==> src/rtl/core_bus_arbiter_pkg.sv <==
// Shared types for the ibus/dbus arbiter and its outstanding-transfer counter.
package core_bus_arbiter_pkg;

  localparam int unsigned ADR_W = 32;
  localparam int unsigned DAT_W = 32;
  localparam int unsigned SEL_W = 4;

  typedef enum logic [1:0] {ARB_IDLE, ARB_GNT_I, ARB_GNT_D} arb_state_t;
  typedef enum logic {ARB_M0, ARB_M1} arb_master_t;

  // Request payload that is steered from the granted master to the shared bus.
  typedef struct packed {
    logic             we;
    logic [ADR_W-1:0] adr;
    logic [DAT_W-1:0] dat_w;
    logic [SEL_W-1:0] sel;
  } wb_req_t;

endpackage

==> src/rtl/core_bus_arbiter_outst_cnt.sv <==
// Counts accepted-but-unacknowledged pipelined bus transfers.
module core_outst_cnt #(
  parameter int unsigned MAX_OUTST = 4,
  parameter int unsigned CNT_W     = 4
) (
  input  logic             clk,
  input  logic             rst,
  input  logic             accept,
  input  logic             done,
  input  logic             clear,
  output logic [CNT_W-1:0] cnt,
  output logic             full
);

  logic dec;

  // A completion with nothing outstanding is a stray and must not underflow.
  assign dec  = done & (cnt != '0);
  assign full = (cnt == CNT_W'(MAX_OUTST));

  // Counter update; clear wins, simultaneous accept and completion cancel.
  always_ff @(posedge clk or negedge rst) begin
    if (!rst) begin
      cnt <= '0;
    end else if (clear) begin
      cnt <= '0;
    end else if (accept && !dec) begin
      cnt <= cnt + CNT_W'(1);
    end else if (!accept && dec) begin
      cnt <= cnt - CNT_W'(1);
    end
  end

endmodule

==> src/rtl/core_bus_arbiter.sv <==
// Merges the ibus (master 0) and dbus (master 1) pipelined wishbone ports onto one.
module core_bus_arbiter
  import core_bus_arbiter_pkg::*;
#(
  parameter int unsigned MAX_OUTST = 4,
  parameter int unsigned CNT_W     = 4
) (
  input  logic             clk,
  input  logic             rst,
  input  logic             m0_cyc,
  input  logic             m0_stb,
  input  logic             m0_we,
  input  logic [ADR_W-1:0] m0_adr,
  input  logic [DAT_W-1:0] m0_dat_w,
  input  logic [SEL_W-1:0] m0_sel,
  output logic [DAT_W-1:0] m0_dat_r,
  output logic             m0_ack,
  output logic             m0_err,
  output logic             m0_stall,
  input  logic             m1_cyc,
  input  logic             m1_stb,
  input  logic             m1_we,
  input  logic [ADR_W-1:0] m1_adr,
  input  logic [DAT_W-1:0] m1_dat_w,
  input  logic [SEL_W-1:0] m1_sel,
  output logic [DAT_W-1:0] m1_dat_r,
  output logic             m1_ack,
  output logic             m1_err,
  output logic             m1_stall,
  output logic             s_cyc,
  output logic             s_stb,
  output logic             s_we,
  output logic [ADR_W-1:0] s_adr,
  output logic [DAT_W-1:0] s_dat_w,
  output logic [SEL_W-1:0] s_sel,
  input  logic [DAT_W-1:0] s_dat_r,
  input  logic             s_ack,
  input  logic             s_err,
  input  logic             s_stall
);

  arb_state_t       state;
  arb_master_t      last;
  logic [CNT_W-1:0] cnt;
  logic             full;
  logic             granted;
  logic             gnt_i;
  logic             gnt_d;
  logic             g_cyc;
  logic             g_stb;
  logic             g_stall;
  logic             fwd;
  wb_req_t          m0_req;
  wb_req_t          m1_req;
  wb_req_t          g_req;

  assign gnt_i   = (state == ARB_GNT_I);
  assign gnt_d   = (state == ARB_GNT_D);
  assign granted = gnt_i | gnt_d;

  assign m0_req = '{we: m0_we, adr: m0_adr, dat_w: m0_dat_w, sel: m0_sel};
  assign m1_req = '{we: m1_we, adr: m1_adr, dat_w: m1_dat_w, sel: m1_sel};

  // Combinational pass-through of the granted master onto the shared bus.
  assign g_cyc = gnt_d ? m1_cyc : m0_cyc;
  assign g_stb = gnt_d ? m1_stb : m0_stb;
  assign g_req = gnt_d ? m1_req : m0_req;

  assign s_cyc   = granted & g_cyc;
  assign s_stb   = granted & g_cyc & g_stb & ~full;
  assign s_we    = g_req.we;
  assign s_adr   = g_req.adr;
  assign s_dat_w = g_req.dat_w;
  assign s_sel   = g_req.sel;

  // Responses only reach the owner, and only while something is outstanding.
  assign g_stall  = s_stall | full;
  assign fwd      = granted & (cnt != '0);
  assign m0_stall = gnt_i ? g_stall : 1'b1;
  assign m1_stall = gnt_d ? g_stall : 1'b1;
  assign m0_ack   = gnt_i & fwd & s_ack;
  assign m1_ack   = gnt_d & fwd & s_ack;
  assign m0_err   = gnt_i & fwd & s_err;
  assign m1_err   = gnt_d & fwd & s_err;
  assign m0_dat_r = s_dat_r;
  assign m1_dat_r = s_dat_r;

  // Outstanding transfers of the current owner; dropped cyc abandons them.
  core_outst_cnt #(
    .MAX_OUTST (MAX_OUTST),
    .CNT_W     (CNT_W)
  ) u_outst_cnt (
    .clk    (clk),
    .rst    (rst),
    .accept (s_stb & ~s_stall),
    .done   (s_ack | s_err),
    .clear  (granted & ~g_cyc),
    .cnt    (cnt),
    .full   (full)
  );

  // Grant FSM: locked while owner holds cyc, every handoff passes through idle.
  always_ff @(posedge clk or negedge rst) begin
    if (!rst) begin
      state <= ARB_IDLE;
      last  <= ARB_M0;
    end else begin
      case (state)
        ARB_IDLE: begin
          if (m0_cyc && m1_cyc) begin
            state <= (last == ARB_M0) ? ARB_GNT_D : ARB_GNT_I;
          end else if (m0_cyc) begin
            state <= ARB_GNT_I;
          end else if (m1_cyc) begin
            state <= ARB_GNT_D;
          end
        end
        ARB_GNT_I: begin
          if (!m0_cyc) begin
            state <= ARB_IDLE;
            last  <= ARB_M0;
          end
        end
        ARB_GNT_D: begin
          if (!m1_cyc) begin
            state <= ARB_IDLE;
            last  <= ARB_M1;
          end
        end
        default: state <= ARB_IDLE;
      endcase
    end
  end

endmodule

==> config.mk <==
export PLATFORM = sky130hd
export DESIGN_NAME = core_bus_arbiter
export DESIGN_NICKNAME = d
export VERILOG_FILES = /design/src/rtl/core_bus_arbiter_pkg.sv /design/src/rtl/core_bus_arbiter_outst_cnt.sv /design/src/rtl/core_bus_arbiter.sv
export SDC_FILE = /design/constraint.sdc
export NUM_CORES = 1
export LEC_CHECK = 0
export CORE_AREA = 2 2 124 126
export CTS_CLUSTER_SIZE = 14
export DETAILED_ROUTE_END_ITERATION = 12
export DIE_AREA = 0 0 126 128
export PLACE_DENSITY_LB_ADDON = 0.25
export SYNTH_ARGS = -nofsm -noshare
export SYNTH_HDL_FRONTEND = slang
export SYNTH_SLANG_ARGS = --single-unit
==> constraint.sdc <==
create_clock -name clk -period 2.8 [get_ports clk]
set_input_delay 0.84 -clock clk [delete_from_list [all_inputs] [get_ports clk]]
set_output_delay 0.84 -clock clk [all_outputs]
set_load 0.01 [all_outputs]
==> results.md <==
* Placer Congestion at around 0.74
* CP Buf/Inv Count at 3
* Most used flip-flop cell after synthesis: dfrtp_1
* Vias in the first global route at roughly 2300
* Status: finished clean
* Unrepaired setup endpoints after global routing: yes
* I/O Buffers at approximately 220
* Yosys reg bits at 7
* Drt drc at 0
* HPWL after DPL at approximately 8000 um
* Fraction of registers with async set/reset at 100%
* Post-synth top area cell: mux2_2
* Drt first pass iters at 4
* Clock-pin transition on the worst setup and hold timing paths at about 0.040 ns
* Leak at ~0.0018 uW
* Critical Path Start Type: input pin
* Fmax achieved at around 360 MHz
* Peak supply drop at around 0.00038 V
* DIE AREA at around 0.016 mm^2
* Clock buffer depth at 2
* Final period utilization at 98.9%
* Row count at 45
* DRT Wirelength at roughly 9500 um
* Grt ovf at 0
* Die Wd at 126 um
* Root buf cell: clkbuf_16
* Starting Density at between 10 and 15%
* Worst-skew pair later-pin latency at about 0.23 ns
* Normalized max-slew margin at 77.6%
* CP Cell Sequence: clkdlybuf4s50_1 > mux2_4 > and3_4 > ha_4 > inv_4 > ha_4 > buf_6 > nand3_4 > a211oi_2 > a31oi_1 > mux2_4
* # IOs at 320
* Synth Warn # at 0
* Final setup viols at 0
* EDFF count, synth at 0
* Clk_skew at 0.00394 ns
* NumNets Final at approximately 580
* Routing usage on met2 at between 10% and 20%
* Final Power at 3160 uW
* Register area share after synthesis at between 9 and 10%
* CTS Sinks at 7
* Max cap viols at 0
* Util after Layout at between 20% and 30%
* FF+latch area at between 150 and 200 um^2
* DIE HEIGHT at 128 um
* Pin count of the biggest net entering global routing at 13
* Syn Area/Cell at a little over 9 um^2
* Worst min-delay path class: flip-flop to flip-flop
* # diodes at 0
* Met3 usage at between 4 and 5%
* CTS Buf Count at 3
* Synth top area share at between 40% and 50%
* DR iter-0 viols at 19
* CTS tree: yes
* Via Count at 2169
* PD cells at around 750 mW/mm^2
* CP Data Arrival Time at around 2.9 ns
* Worst slew pin tran at roughly 0.33 ns
* Library cells used by synthesis at 30
* Post-Syn Nets at 397
* Post-route minimum period at about 2.8 ns
* Footprint of the multi-input gates at 0.00126 mm^2
* H-tree depth at 1
* Crit path max fanout at 3
* Vias per Instance at roughly 3.7
* Final TNS setup at 0 ns
* Share of cells above drive strength 1 at about a third
* Antenna-violating nets left at 0
* Synth Instances at 210
* Setup CP Type: input pin to flip-flop
* Critical-path top delay cell: clkdlybuf4s50_1
* Cell Area, Synth at 0.00192 mm^2
* Final Hold Vio Count at 0
* Critical path endpoint category: flip-flop
* Post-DR wirelength/cell at roughly 16 um
* M1 GR Usage at 13.0%
* Core Box Area at between 0.01 and 0.015 mm^2
* Grt peak-use layer: met2
* Area Growth Syn to Fin at 121%
* CP required at 2.91 ns
* Initial antenna violation count at 0
* First-pass GRT wire length at 13300 um
* CP delay by family, top: multiplexers
* Largest cells by area after synthesis: mux2_2 41%, buf_4 25%, dfrtp_1 9.1%
* Fill cell count at ~1600
* Largest stage delay, worst path at approximately 0.4 ns
* Hold Buf Count CTS at 0
* Final max-slew violation count at 0
* Aggregate global-route resource usage at about a tenth
-- flip-flops by register name, summed over array words and instances (netlist names) --
signal           flops
last                 1
state                2
u_outst_cnt.cnt      4
-- cells in the mapped netlist, types with 2 or more instances --
master	count
mux2_2	69
buf_4	64
nor2_1	9
buf_2	8
a21oi_1	7
dfrtp_1	7
ha_1	7
and3_1	5
inv_1	5
nand2_1	4
mux2i_1	2
nand2b_1	2
nand3_1	2
nor2b_1	2
xor2_1	2
-- layout make-up --
cell class	instances	area share [%]
repair buffers	252	58.0
multi-input cells	124	29.8
well taps	188	5.56
flip-flops and latches	7	4.14
clock buffers	4	1.86
inverters	6	0.592
-- tightest hold or removal path, stage by stage (launching register included) --
cell     delay, ns
dfrtp_1       0.35
nor2_1        0.05
nor2_1        0.07
-- power breakdown --
| group | internal [uW] | switching (uW) |
|---|---|---|
| Clock | 190 | 58.0 |
| Sequential | 153 | 64.5 |
| Combinational | 1590 | 1100 |
-- cells by family (layout without fill, tap and decap cells) --
kind of cell,count (synthesis),count (layout),synth area share (%)
XOR/XNOR,2,2,0.915
multiplexers,73,73,43.0
adder cells (fa/ha/maj),8,8,5.62
buffers and inverters,79,262,29.0
AND/OR/NAND/NOR,28,28,7.77
flip-flops,7,7,9.14
AO/OA/AOI/OAI,13,13,4.57
-- cell usage in the layout, fill, tap and decap left out, types with 3 or more instances in the layout --
cell	count
a21oi_1	5
dfrtp_1	7
clkbuf_2	5
clkbuf_16	3
clkdlybuf4s15_1	3
and3_1	4
nor2_1	9
inv_1	3
buf_4	20
ha_4	3
ha_1	4
nand2_1	4
buf_12	3
buf_6	3
clkdlybuf4s50_1	144
mux2_2	69
dlygate4sd2_1	66
clkdlybuf4s15_2	4
-- stage by stage --
stage / instances / instance area [um^2] / setup WS, ns / hold WS [ns]
6_report: 581 / 4230 / 0.0317 / 0.514
3_3_place_gp: 565 / 4000 / -0.538 / 0.518
3_5_place_dp: 565 / 4000 / -0.568 / 0.508
2_1_floorplan: 210 / 1920 / 0.00186 / 0.480
4_1_cts: 576 / 4180 / -0.0516 / 0.517
5_1_grt: 581 / 4230 / -0.0321 / 0.536
-- repair_timing --
action	CTS	global route
resized for setup	111	12
endpoints found under the setup margin	78	28
buffers inserted	5	5
cloned	2	0
pin swaps	2	1
-- metal layers --
metal  up-vias  wire length (um)
li1       1027                 -
met1       979              3870
met2       156              4600
met3         7               949
met4         0                57
met5         -                 0
-- final timing paths --
kind | end | startpoint | slack [ns] | cells after the start
setup / recovery | u_outst_cnt.cnt[3] | m0_stb | 0.03 | 11
hold / removal | last | last | 0.51 | 2
setup reg to reg | u_outst_cnt.cnt[3] | state[0] | 0.11 | 15
hold reg to reg | last | last | 0.51 | 2
max in group asynchronous | u_outst_cnt.cnt[1] | rst | 1.68 | 1
min in group asynchronous | state[0] | rst | 0.87 | 1
Note: power is estimated with default switching activity, not from simulation.
==> variant: new RTL, config.mk and constraints unchanged <==
The 3 states of `arb_state_t` get a one-hot encoding in 3 bits.
--- a/src/rtl/core_bus_arbiter_pkg.sv
+++ b/src/rtl/core_bus_arbiter_pkg.sv
@@ -5,7 +5,7 @@
   localparam int unsigned DAT_W = 32;
   localparam int unsigned SEL_W = 4;
 
-  typedef enum logic [1:0] {ARB_IDLE, ARB_GNT_I, ARB_GNT_D} arb_state_t;
+  typedef enum logic [2:0] {ARB_IDLE = 3'b001, ARB_GNT_I = 3'b010, ARB_GNT_D = 3'b100} arb_state_t;
   typedef enum logic {ARB_M0, ARB_M1} arb_master_t;
 
   // Request payload that is steered from the granted master to the shared bus.
Function: same outputs for any inputs over 10 cycles, from zero or initial values and one cycle with rst low; not proved beyond that.
==> variant against the unedited design <==
- sequential cell count is 1 higher
- non-clock buffer count grew 5
- highest routed layer unchanged
- die area stayed put
- largest cell class unchanged
- design area grew 0.33%
- global-route usage fell by 0.32 points
- worst setup slack improved by 0.043 ns
- critical endpoint is now s_adr[12]
- critical path depth decreased by 5
- utilization up 0.093 points
- area after synthesis grew 1.2%
- sequential share of layout area is 0.61 points higher
- final cell count is 1.2% higher
- wire length fell by 3.1%
Power is not compared: it rests on default switching activity, and its combinational part moved more than twofold at a synthesized area within 25%.
==> variant: results (changes against the unedited design) <==
Drt
  • Via density per instance: 3.745 (+0.31%)
  • DR WL met2: 4.272 mm (-7.2%)
  • Drt first-iter violations: 55 (+36)
  • Metal3 WL: 757 µm (-20%)
  • Vias: 2,202 (+1.5%)

Clock network
  • Clock sinks: 8 (+1)

Final layout
  • Biggest regs: u_outst_cnt.cnt: 4 flops, state: 3 flops, last: 1 flops
  • Nets@finish: 583 (+0.34%)
  • #MultiIn Comb: 126 (+1.6%)
  • Fraction of area in registers: 4.748% (+0.61 points)
  • Signal inverters: 4 (-2)
  • Non-Clock Buffer Count: 257 (+2.0%)
  • NonClk Buf Share: 58.21% (+0.20 points)
  • Fill cells: 1,591 (-0.44%)
  • Share of cells above drive strength 1: 32.83% (+0.52 points)
  • Fraction of area in multi-input gates: 29.17% (-0.66 points)

Critical path
  • CP arrival: 1.89 ns (-0.99 ns)
  • Worst Reg2Reg Path Length in Cells: 12 (-3)
  • Worst R2R Setup Slack: 0.16 ns (+0.05 ns)
  • CP Capture Point: s_adr[12]
  • Slowest cell on crit path: dfrtp_1

Run status
  • Outcome: complete, no violations

Logic synthesis
  • Syn Inst Count: 213 (+1.4%)
  • Post-synthesis adder-cell area fraction: 2.968% (-2.6 points)
  • Post-synthesis sequential area ratio: 10.39% (+1.2 points)
  • Post-synth net total: 396 (-0.25%)
  • Mux cell area share after synthesis: 41.16% (-1.8 points)
  • Commonest cells in the netlist: 71 x buf_4, 69 x mux2_2, 9 x a21oi_1, 7 x dfrtp_1, 6 x nor2_1
  • Xor-xnor portion of the synthesized cell area: 0.9032% (-0.011 points)

STA
  • Clock Skews: 0.005488 ns (+0.001551 ns)
  • Fin Hold WS: 0.5711 ns (+0.05751 ns)

GRT
  • First-pass GRT wire length: 12.98 mm (-2.3%)
  • Met1 Resource Use GR: 13.21% (+0.23 points)
  • Overall Global Routing Usage: 10.32% (-0.32 points)

Place
  • GPL Wtd Cong: 0.7253 (-2.6%)
  • DP Area: 4043 µm² (+1.0%)
  • Pre-CTS WS: -0.4302 ns (+0.1381 ns)
  • Placed insts: 570 (+0.88%)
-- variant: power by group through the flow --
stage               Sequential (mW)  Clock, mW  Combinational (mW)
floorplan                     0.219          0               0.673
global placement              0.225          0                1.22
detailed placement            0.226          0                1.23
CTS                           0.234      0.257                1.23
global route                  0.247      0.265                1.37
finish                        0.239      0.252                1.26
-- variant: tightest hold or removal path, cell delays in order, from the launching register on --
cell and delay [ns]:
dfrtp_1 0.38, inv_1 0.08, o22ai_1 0.06
-- variant: logic make-up after synthesis --
family,after synthesis
XOR/XNOR,2
buffers and inverters,79
AND/OR/NAND/NOR,31
flip-flops,8
multiplexers,71
AO/OA/AOI/OAI,18
adder cells (fa/ha/maj),4
-- variant: repair_timing --
| item | 4_1_cts | 5_1_grt |
|---|---|---|
| pin swaps | 5 | 4 |
| endpoints found under the setup margin | 79 | 36 |
| hold buffers | 0 | 0 |
| buffers inserted | 9 | 2 |
| cloned | 1 | 1 |
| gates resized for setup | 99 | 52 |
